## config.mk

```make
export PLATFORM = sky130hd
export DESIGN_NAME = phy_link_monitor
export DESIGN_NICKNAME = d
export VERILOG_FILES = /design/src/rtl/phy_pkg.sv /design/src/rtl/mdio_rd_seq.sv /design/src/rtl/phy_link_monitor.sv
export SDC_FILE = /design/constraint.sdc
export NUM_CORES = 1
export LEC_CHECK = 0
export ABC_AREA = 1
export ABC_CLOCK_PERIOD_IN_PS = 2400
export BUFFER_PORTS_ARGS = -buffer_cell sky130_fd_sc_hd__buf_2
export CAP_MARGIN = 20
export CORE_AREA = 2 2 99 101
export DETAILED_ROUTE_END_ITERATION = 16
export DIE_AREA = 0 0 101 103
export PLACE_DENSITY = 0.55
export RECOVER_POWER = 25
export SLEW_MARGIN = 25
export SYNTH_ARGS = -nofsm -noshare
export SYNTH_HDL_FRONTEND = slang
export SYNTH_HIERARCHICAL = 1
export SYNTH_SLANG_ARGS = --single-unit
```

## constraint.sdc

```tcl
create_clock -name clk -period 2.4 [get_ports clk]
set_clock_uncertainty 0.2 [all_clocks]
set_input_delay 0.12 -clock clk [delete_from_list [all_inputs] [get_ports clk]]
set_output_delay 0.12 -clock clk [all_outputs]
set_load 0.01 [all_outputs]
```

## src/rtl/phy_pkg.sv

```systemverilog
`default_nettype none
// ============================================================================
//  Module      : phy_pkg
//  Description : Shared types and constants for the PHY management blocks
//                (link monitor and PHY configuration sequencer).
//                Contents:
//                  link_mon_state_t - link monitor FSM encoding
//                  phy_speed_t      - PHY-specific status speed field
//                  register addresses and status bit positions
//                  rd_reg_sel()     - read index to register address decode
//  Revision    : 1.0 - initial release
// ============================================================================
package phy_pkg;

    // Link monitor FSM encoding
    typedef enum logic [2:0] {
        LM_IDLE   = 3'd0,
        LM_TIMER  = 3'd1,
        LM_ISSUE  = 3'd2,
        LM_WAIT   = 3'd3,
        LM_UPDATE = 3'd4
    } link_mon_state_t;

    // Speed field of the PHY-specific status register; 11 is passed through
    typedef enum logic [1:0] {
        SPEED_10M   = 2'b00,
        SPEED_100M  = 2'b01,
        SPEED_1000M = 2'b10,
        SPEED_RSVD  = 2'b11
    } phy_speed_t;

    // Register addresses, also used by the configuration sequencer
    localparam logic [4:0] PHY_BMSR_ADDR = 5'h01;
    localparam logic [4:0] PHY_STAT_ADDR = 5'h11;

    // Status bit positions
    localparam int BMSR_LINK_BIT   = 2;
    localparam int STAT_SPEED_MSB  = 15;
    localparam int STAT_DUPLEX_BIT = 13;

    // Read index 0 and 1 both target BMSR (latched-low clear, then real
    // sample); index 2 targets the PHY-specific status register.
    function automatic logic [4:0] rd_reg_sel(input logic [1:0] ridx,
                                              input logic [4:0] bmsr_addr,
                                              input logic [4:0] stat_addr);
        return (ridx == 2'd2) ? stat_addr : bmsr_addr;
    endfunction

endpackage : phy_pkg
`default_nettype wire

```

## src/rtl/mdio_rd_seq.sv

```systemverilog
`default_nettype none
// ============================================================================
//  Module      : mdio_rd_seq
//  Description : Single MDIO read transaction handler: command strobe
//                generation gated by master busy, and ack timeout counting.
//  Ports       : clk, rst              - clock, async active-high reset
//                issue_i               - owner is in its issue phase
//                wait_i                - owner is waiting for the ack
//                ridx_i[1:0]           - read index selecting the register
//                mdio_busy_i/ack_i     - master handshake inputs
//                mdio_cmd_*_o          - command port to mdio_master
//                ack_o                 - ack received while waiting
//                timeout_o             - ack wait expired (ack has priority)
//  Revision    : 1.0 - initial release
// ============================================================================
module mdio_rd_seq
    import phy_pkg::*;
#(
    parameter logic [4:0]  PHY_ADDR    = 5'h01,
    parameter logic [4:0]  BMSR_REG    = PHY_BMSR_ADDR,
    parameter logic [4:0]  STAT_REG    = PHY_STAT_ADDR,
    parameter int unsigned ACK_TIMEOUT = 4096
) (
    input  logic        clk,
    input  logic        rst,
    input  logic        issue_i,
    input  logic        wait_i,
    input  logic [1:0]  ridx_i,
    input  logic        mdio_busy_i,
    input  logic        mdio_ack_i,
    output logic        mdio_cmd_valid_o,
    output logic        mdio_cmd_read_o,
    output logic [4:0]  mdio_cmd_phy_o,
    output logic [4:0]  mdio_cmd_reg_o,
    output logic [15:0] mdio_cmd_wdata_o,
    output logic        ack_o,
    output logic        timeout_o
);

    localparam int          CW       = (ACK_TIMEOUT > 1) ? $clog2(ACK_TIMEOUT) : 1;
    localparam logic [CW-1:0] CNT_LAST = CW'(ACK_TIMEOUT - 1);

    logic [CW-1:0] cnt_q, cnt_d;
    logic          w_valid;

    // Combinational strobe so a busy assertion in the same cycle always
    // suppresses the command.
    assign w_valid          = issue_i & ~mdio_busy_i;
    assign mdio_cmd_valid_o = w_valid;
    assign mdio_cmd_read_o  = w_valid;
    assign mdio_cmd_phy_o   = w_valid ? PHY_ADDR : 5'h00;
    assign mdio_cmd_reg_o   = w_valid ? rd_reg_sel(ridx_i, BMSR_REG, STAT_REG) : 5'h00;
    assign mdio_cmd_wdata_o = 16'h0000;

    assign ack_o     = wait_i & mdio_ack_i;
    assign timeout_o = wait_i & ~mdio_ack_i & (cnt_q == CNT_LAST);

    always_comb begin
        cnt_d = cnt_q;
        if (w_valid) begin
            cnt_d = '0;
        end else if (wait_i && (cnt_q != CNT_LAST)) begin
            cnt_d = cnt_q + 1'b1;
        end
    end

    always_ff @(posedge clk or posedge rst) begin
        if (rst) begin
            cnt_q <= '0;
        end else begin
            cnt_q <= cnt_d;
        end
    end

endmodule : mdio_rd_seq
`default_nettype wire

```

## src/rtl/phy_link_monitor.sv

```systemverilog
`default_nettype none
// ============================================================================
//  Module      : phy_link_monitor
//  Description : Periodic PHY link-status poller. Each round reads BMSR
//                twice (latched-low clear, then real sample) and the
//                PHY-specific status register, then filters the link bit
//                and publishes link_up / speed / duplex.
//  Ports       : clk, rst              - clock, async active-high reset
//                enable                - polling allowed (MDIO port granted)
//                mdio_cmd_*            - command port to mdio_master
//                mdio_busy/ack/rdata   - mdio_master response
//                link_up, speed,
//                full_duplex           - filtered link status
//                link_change           - one-cycle pulse on link_up toggle
//                mdio_err              - sticky ack-timeout flag
//                poll_active           - a poll round is in flight
//  Revision    : 1.0 - initial release
// ============================================================================
module phy_link_monitor
    import phy_pkg::*;
#(
    parameter int unsigned POLL_CYCLES = 1_250_000,
    parameter logic [4:0]  PHY_ADDR    = 5'h01,
    parameter logic [4:0]  BMSR_REG    = PHY_BMSR_ADDR,
    parameter logic [4:0]  STAT_REG    = PHY_STAT_ADDR,
    parameter int unsigned ACK_TIMEOUT = 4096,
    parameter int unsigned LINK_FILTER = 2
) (
    input  logic        clk,
    input  logic        rst,
    input  logic        enable,
    output logic        mdio_cmd_valid,
    output logic        mdio_cmd_read,
    output logic [4:0]  mdio_cmd_phy,
    output logic [4:0]  mdio_cmd_reg,
    output logic [15:0] mdio_cmd_wdata,
    input  logic        mdio_busy,
    input  logic        mdio_ack,
    input  logic [15:0] mdio_rdata,
    output logic        link_up,
    output logic [1:0]  speed,
    output logic        full_duplex,
    output logic        link_change,
    output logic        mdio_err,
    output logic        poll_active
);

    localparam logic [2:0] S_IDLE   = LM_IDLE;
    localparam logic [2:0] S_TIMER  = LM_TIMER;
    localparam logic [2:0] S_ISSUE  = LM_ISSUE;
    localparam logic [2:0] S_WAIT   = LM_WAIT;
    localparam logic [2:0] S_UPDATE = LM_UPDATE;

    localparam int            TW         = (POLL_CYCLES > 1) ? $clog2(POLL_CYCLES) : 1;
    localparam logic [TW-1:0] TIMER_LAST = TW'(POLL_CYCLES - 1);
    localparam logic [3:0]    FILT_LIM   = 4'(LINK_FILTER);

    logic [2:0]    state_q, state_d;
    logic [1:0]    ridx_q, ridx_d;
    logic [TW-1:0] timer_q, timer_d;
    logic          first_q, first_d;
    logic          bmsr_link_q, bmsr_link_d;
    phy_speed_t    stat_speed_q, stat_speed_d;
    logic          stat_dup_q, stat_dup_d;
    logic          link_q, link_d;
    phy_speed_t    speed_q, speed_d;
    logic          dup_q, dup_d;
    logic          chg_q, chg_d;
    logic          err_q, err_d;
    logic [3:0]    filt_q, filt_d;
    logic          active_q, active_d;

    logic          w_issue;
    logic          w_wait;
    logic          w_ack;
    logic          w_timeout;
    logic          w_link_new;
    logic          w_unused_rdata;

    // Only a few status bits are kept; the rest of each read is dropped.
    assign w_unused_rdata = ^mdio_rdata;

    // The MDIO port is only ours while enable is high.
    assign w_issue = (state_q == S_ISSUE) & enable;
    assign w_wait  = (state_q == S_WAIT);

    mdio_rd_seq #(
        .PHY_ADDR    (PHY_ADDR),
        .BMSR_REG    (BMSR_REG),
        .STAT_REG    (STAT_REG),
        .ACK_TIMEOUT (ACK_TIMEOUT)
    ) u_rd_seq (
        .clk              (clk),
        .rst              (rst),
        .issue_i          (w_issue),
        .wait_i           (w_wait),
        .ridx_i           (ridx_q),
        .mdio_busy_i      (mdio_busy),
        .mdio_ack_i       (mdio_ack),
        .mdio_cmd_valid_o (mdio_cmd_valid),
        .mdio_cmd_read_o  (mdio_cmd_read),
        .mdio_cmd_phy_o   (mdio_cmd_phy),
        .mdio_cmd_reg_o   (mdio_cmd_reg),
        .mdio_cmd_wdata_o (mdio_cmd_wdata),
        .ack_o            (w_ack),
        .timeout_o        (w_timeout)
    );

    always_comb begin
        state_d      = state_q;
        ridx_d       = ridx_q;
        timer_d      = timer_q;
        first_d      = first_q;
        bmsr_link_d  = bmsr_link_q;
        stat_speed_d = stat_speed_q;
        stat_dup_d   = stat_dup_q;
        link_d       = link_q;
        speed_d      = speed_q;
        dup_d        = dup_q;
        chg_d        = 1'b0;
        err_d        = err_q;
        filt_d       = filt_q;
        active_d     = active_q;
        w_link_new   = link_q;

        case (state_q)
            S_IDLE: begin
                if (enable) begin
                    timer_d = '0;
                    first_d = 1'b1;
                    state_d = S_TIMER;
                end
            end

            S_TIMER: begin
                if (!enable) begin
                    state_d = S_IDLE;
                end else if (first_q || (timer_q == TIMER_LAST)) begin
                    // First entry after enable skips the poll interval.
                    first_d = 1'b0;
                    ridx_d  = 2'd0;
                    state_d = S_ISSUE;
                end else begin
                    timer_d = timer_q + 1'b1;
                end
            end

            S_ISSUE: begin
                if (!enable) begin
                    active_d = 1'b0;
                    state_d  = S_IDLE;
                end else if (!mdio_busy) begin
                    if (ridx_q == 2'd0) begin
                        active_d = 1'b1;
                    end
                    state_d = S_WAIT;
                end
            end

            S_WAIT: begin
                // Ack is checked first so it wins over a coincident timeout.
                if (w_ack) begin
                    if (ridx_q == 2'd1) begin
                        bmsr_link_d = mdio_rdata[BMSR_LINK_BIT];
                    end
                    if (ridx_q == 2'd2) begin
                        stat_speed_d = phy_speed_t'(mdio_rdata[STAT_SPEED_MSB -: 2]);
                        stat_dup_d   = mdio_rdata[STAT_DUPLEX_BIT];
                    end
                    if (!enable) begin
                        active_d = 1'b0;
                        state_d  = S_IDLE;
                    end else if (ridx_q != 2'd2) begin
                        ridx_d  = ridx_q + 1'b1;
                        state_d = S_ISSUE;
                    end else begin
                        active_d = 1'b0;
                        state_d  = S_UPDATE;
                    end
                end else if (w_timeout) begin
                    err_d    = 1'b1;
                    active_d = 1'b0;
                    timer_d  = '0;
                    state_d  = enable ? S_TIMER : S_IDLE;
                end
            end

            S_UPDATE: begin
                if (bmsr_link_q != link_q) begin
                    if ((filt_q + 4'd1) == FILT_LIM) begin
                        w_link_new = ~link_q;
                        chg_d      = 1'b1;
                        filt_d     = 4'd0;
                    end else begin
                        filt_d = filt_q + 4'd1;
                    end
                end else begin
                    filt_d = 4'd0;
                end
                link_d = w_link_new;
                if (w_link_new) begin
                    speed_d = stat_speed_q;
                    dup_d   = stat_dup_q;
                end else begin
                    speed_d = SPEED_10M;
                    dup_d   = 1'b0;
                end
                timer_d = '0;
                state_d = S_TIMER;
            end

            default: begin
                state_d = S_IDLE;
            end
        endcase
    end

    always_ff @(posedge clk or posedge rst) begin
        if (rst) begin
            state_q      <= S_IDLE;
            ridx_q       <= 2'd0;
            timer_q      <= '0;
            first_q      <= 1'b0;
            bmsr_link_q  <= 1'b0;
            stat_speed_q <= SPEED_10M;
            stat_dup_q   <= 1'b0;
            link_q       <= 1'b0;
            speed_q      <= SPEED_10M;
            dup_q        <= 1'b0;
            chg_q        <= 1'b0;
            err_q        <= 1'b0;
            filt_q       <= 4'd0;
            active_q     <= 1'b0;
        end else begin
            state_q      <= state_d;
            ridx_q       <= ridx_d;
            timer_q      <= timer_d;
            first_q      <= first_d;
            bmsr_link_q  <= bmsr_link_d;
            stat_speed_q <= stat_speed_d;
            stat_dup_q   <= stat_dup_d;
            link_q       <= link_d;
            speed_q      <= speed_d;
            dup_q        <= dup_d;
            chg_q        <= chg_d;
            err_q        <= err_d;
            filt_q       <= filt_d;
            active_q     <= active_d;
        end
    end

    assign link_up     = link_q;
    assign speed       = speed_q;
    assign full_duplex = dup_q;
    assign link_change = chg_q;
    assign mdio_err    = err_q;
    assign poll_active = active_q;

endmodule : phy_link_monitor
`default_nettype wire

```

==> results by group <==
Clock tree
  – Clock Latency Late Sink: ~320 ps
  – Clock edge transition at the registers on the reported setup and hold paths: approximately 110 ps
  – CTS sink count: between 50 and 60
  – CTS tree: yes
  – CTS Root Cell: clkbuf_8
  – Htree depth: 2
  – CTS Buf Count: 5
  – CTS Buffer Depth: 2

Place
  – Setup WS pre-CTS: approximately 110 ps
  – Placer Congestion: slightly below 0.9
  – Placed cell count: roughly 650
  – Post-DP HPWL: between 5000 and 6000 microns
  – Number of port buffers: 20

GRT
  – First-pass GRT wire length: ~14000 microns
  – GRT Util Overall: 0.1635
  – Gr ovfl total: 0
  – Antenna violations before repair: 0
  – Largest net degree at the start of global routing: 43
  – Vias in the first global route: between 2000 and 3000

Critical path
  – Startpoint types: flop
  – Reg2reg start: u_rd_seq/cnt_q[0]
  – Worst path required time: around 2500 ps
  – Crit Path Class: reg2reg
  – Crit path arrival time: ~2300 ps
  – Crit Path Max Fanout: 13
  – R2R cell count: 12
  – CP startpoint: u_rd_seq/cnt_q[0]
  – R2r setup slk: between 150 and 200 ps
  – CP endpoint kind: flop

Floorplanning
  – Rows: 36
  – Die Span Y: approximately 100 microns
  – Die Width: 101 microns
  – Starting Density: 0.3836
  – Die area: around 10000 sq um
  – I/O Pins: 56
  – Core area: about 9500 sq um

Synth
  – Area leader, netlist: dfrtp_1
  – Top cells by area, synth: dfrtp_1, nand2_1, nand3_1, nor2_1, buf_4
  – Top cell type's share of synthesized area: 0.3724
  – #FFs+latches synth: 54
  – Sequential share of the synthesized area: 0.3724
  – Mapped Cells: between 500 and 600
  – Mapped cell area: roughly 3600 sq um
  – Synth unique cells: 40
  – Synth Area per Inst: approximately 7 sq um
  – Number of synthesis warnings: 6

Timing
  – Slew Limit Fails: 0
  – FMAX: roughly 450 MHz
  – Setup TNS: 0 ps
  – Worst slew pin tran: 1052 ps
  – Max-Slew Margin vs Limit: 0.2987
  – Tmin final: about 2200 ps
  – Final hold viol count: 0
  – Final hold slack: roughly 90 ps
  – Unrepaired setup endpoints after global routing: false
  – Final Worst Setup Slack: 183.2 ps
  – Setup-failing EPs final: 0
  – Final period util: 0.9237

Layout
  – Finished Layout Cells: approximately 670
  – Layout Nets: between 500 and 600
  – Area growth syn-to-layout: 9.966%
  – Ant. Diodes: 0
  – Share of cells above drive strength 1: 0.1315

Drt
  – Drt first pass iters: 4
  – DR WL/cell: about 12 microns
  – Routed vias: around 3200
  – Initial DRC Count: about 130
  – Routed WL: just under 8000 microns
  – Via density: 4.731
  – Antenna viol nets, final: 0
  – DRC: 0

Hold path
  – Hold Crit Start: mdio_ack
  – Hold Crit Class: in2reg
  – Hold path depth: 5

Power
  – Maximum vdd ir drop: about 400 uV
  – Static Leak: 0.002011 uW
  – Total power: roughly 2800 uW
  – Cell Pwr Density: 713.4 nW/um^2

Run
  – # Max-Cap Violations: 0

Run status
  – Status: finished, final reports clean
## logic make-up (layout without fill, tap and decap cells)
| kind of cell | count (synthesis) | in the layout | share of synthesized area |
|---|---|---|---|
| simple gates | 326 | 326 | 0.3990 |
| mux | 3 | 3 | 0.009310 |
| compound gates | 32 | 32 | 0.05069 |
| buf+inv | 88 | 103 | 0.1266 |
| other cells | 1 | 23 | 0.001033 |
| fa+ha+maj | 7 | 7 | 0.02414 |
| flops | 54 | 54 | 0.3724 |
| xor+xnor | 7 | 7 | 0.01690 |
## final cells by class
type / count / area (sq um)
Fill cell: 1005 / 5469
Multi-Input combinational cell: 398 / 1906
Sequential cell: 54 / 1351
Timing Repair Buffer: 38 / 247.7
Inverter: 57 / 226.5
Tap cell: 114 / 142.6
Clock buffer: 5 / 68.82
Clock inverter: 3 / 47.55
## critical path, stage by stage, from the launching register on
cell	delay [ps]
dfrtp_1	390
ha_1	200
nand2_2	100
nor2_4	100
nand3_2	90
nor3_1	270
o21ai_0	130
nand2_1	80
nand4_2	120
inv_2	100
buf_4	200
nand3_1	90
nand2_1	80
## power by group
group          leakage [uW]  switching, uW  internal, uW
logic               0.00121            729           324
clock network     0.0000591            339           319
registers          0.000738            107          1030
## metrics by stage
step           utilization  cell area (sq um)
6_report            0.4218               3990
5_1_grt             0.4218               3990
4_1_cts             0.4218               3990
3_5_place_dp        0.4021               3804
3_3_place_gp        0.4021               3804
2_1_floorplan            -               3711
## Yosys cell counts, drive strengths merged
master	instances
a31oi	1
o21bai	2
or2	1
nand4	9
a31o	1
a22o	1
xor2	3
o211ai	1
a211oi	1
mux2	3
nand2	188
o21ai	15
buf	31
clkinv	2
conb	1
a21oi	9
dfrtp	54
nand3b	2
nor2	66
nor4	1
nor3	9
ha	7
xnor2	4
o211a	1
nand3	50
inv	55
## sequential cells by signal, indices dropped and copies added (netlist names)
name            cells
timer_q            21
u_rd_seq/cnt_q     12
filt_q              4
state_q             3
ridx_q              2
speed               2
stat_speed_q        2
bmsr_link_q         1
first_q             1
full_duplex         1
link_change         1
link_up             1
mdio_err            1
poll_active         1
stat_dup_q          1
## path summary, 6_finish.rpt
check,to
worst min register to register,full_duplex
min in group asynchronous,u_rd_seq/cnt_q[4]
max in group asynchronous,bmsr_link_q
worst max register to register,timer_q[2]
worst min-delay path,state_q[2]
worst max-delay path,timer_q[2]
## metal layers
| metal | part of all wire | wire, microns | up-vias | global-route usage |
|---|---|---|---|---|
| met3 | 0.020 | 153 | 5 | 0.01831 |
| met1 | 0.48 | 3716 | 1474 | 0.2171 |
| li1 | - | - | 1655 | - |
| met4 | 0.010 | 78 | 0 | 0.04054 |
| met5 | 0 | 0 | - | 0 |
| met2 | 0.49 | 3764 | 31 | 0.2862 |
## layout by cell type, fill, tap and decap left out, types with 2 or more instances in the layout
cell,count
a21oi_1,9
buf_2,18
buf_4,10
clkbuf_1,2
clkbuf_8,5
clkinv_1,2
conb_1,23
dfrtp_1,54
dlygate4sd3_1,7
ha_1,7
inv_1,45
inv_2,7
inv_6,3
mux2_1,3
nand2_1,178
nand2_2,7
nand2_4,3
nand3_1,48
nand3_2,2
nand3b_1,2
nand4_1,8
nor2_1,55
nor2_2,6
nor2_4,5
nor3_1,8
o21ai_0,11
o21ai_1,4
o21bai_1,2
xnor2_1,4
xor2_1,3
## timing repair
| action | CTS | global route |
|---|---|---|
| setup endpoints to repair | 0 | 21 |
| gates resized for setup | 0 | 1 |
| hold buffers | 7 | 0 |
| endpoints found under the hold margin | 63 | 0 |
| setup buffers | 0 | 0 |
(Power assumes the default switching activity.)
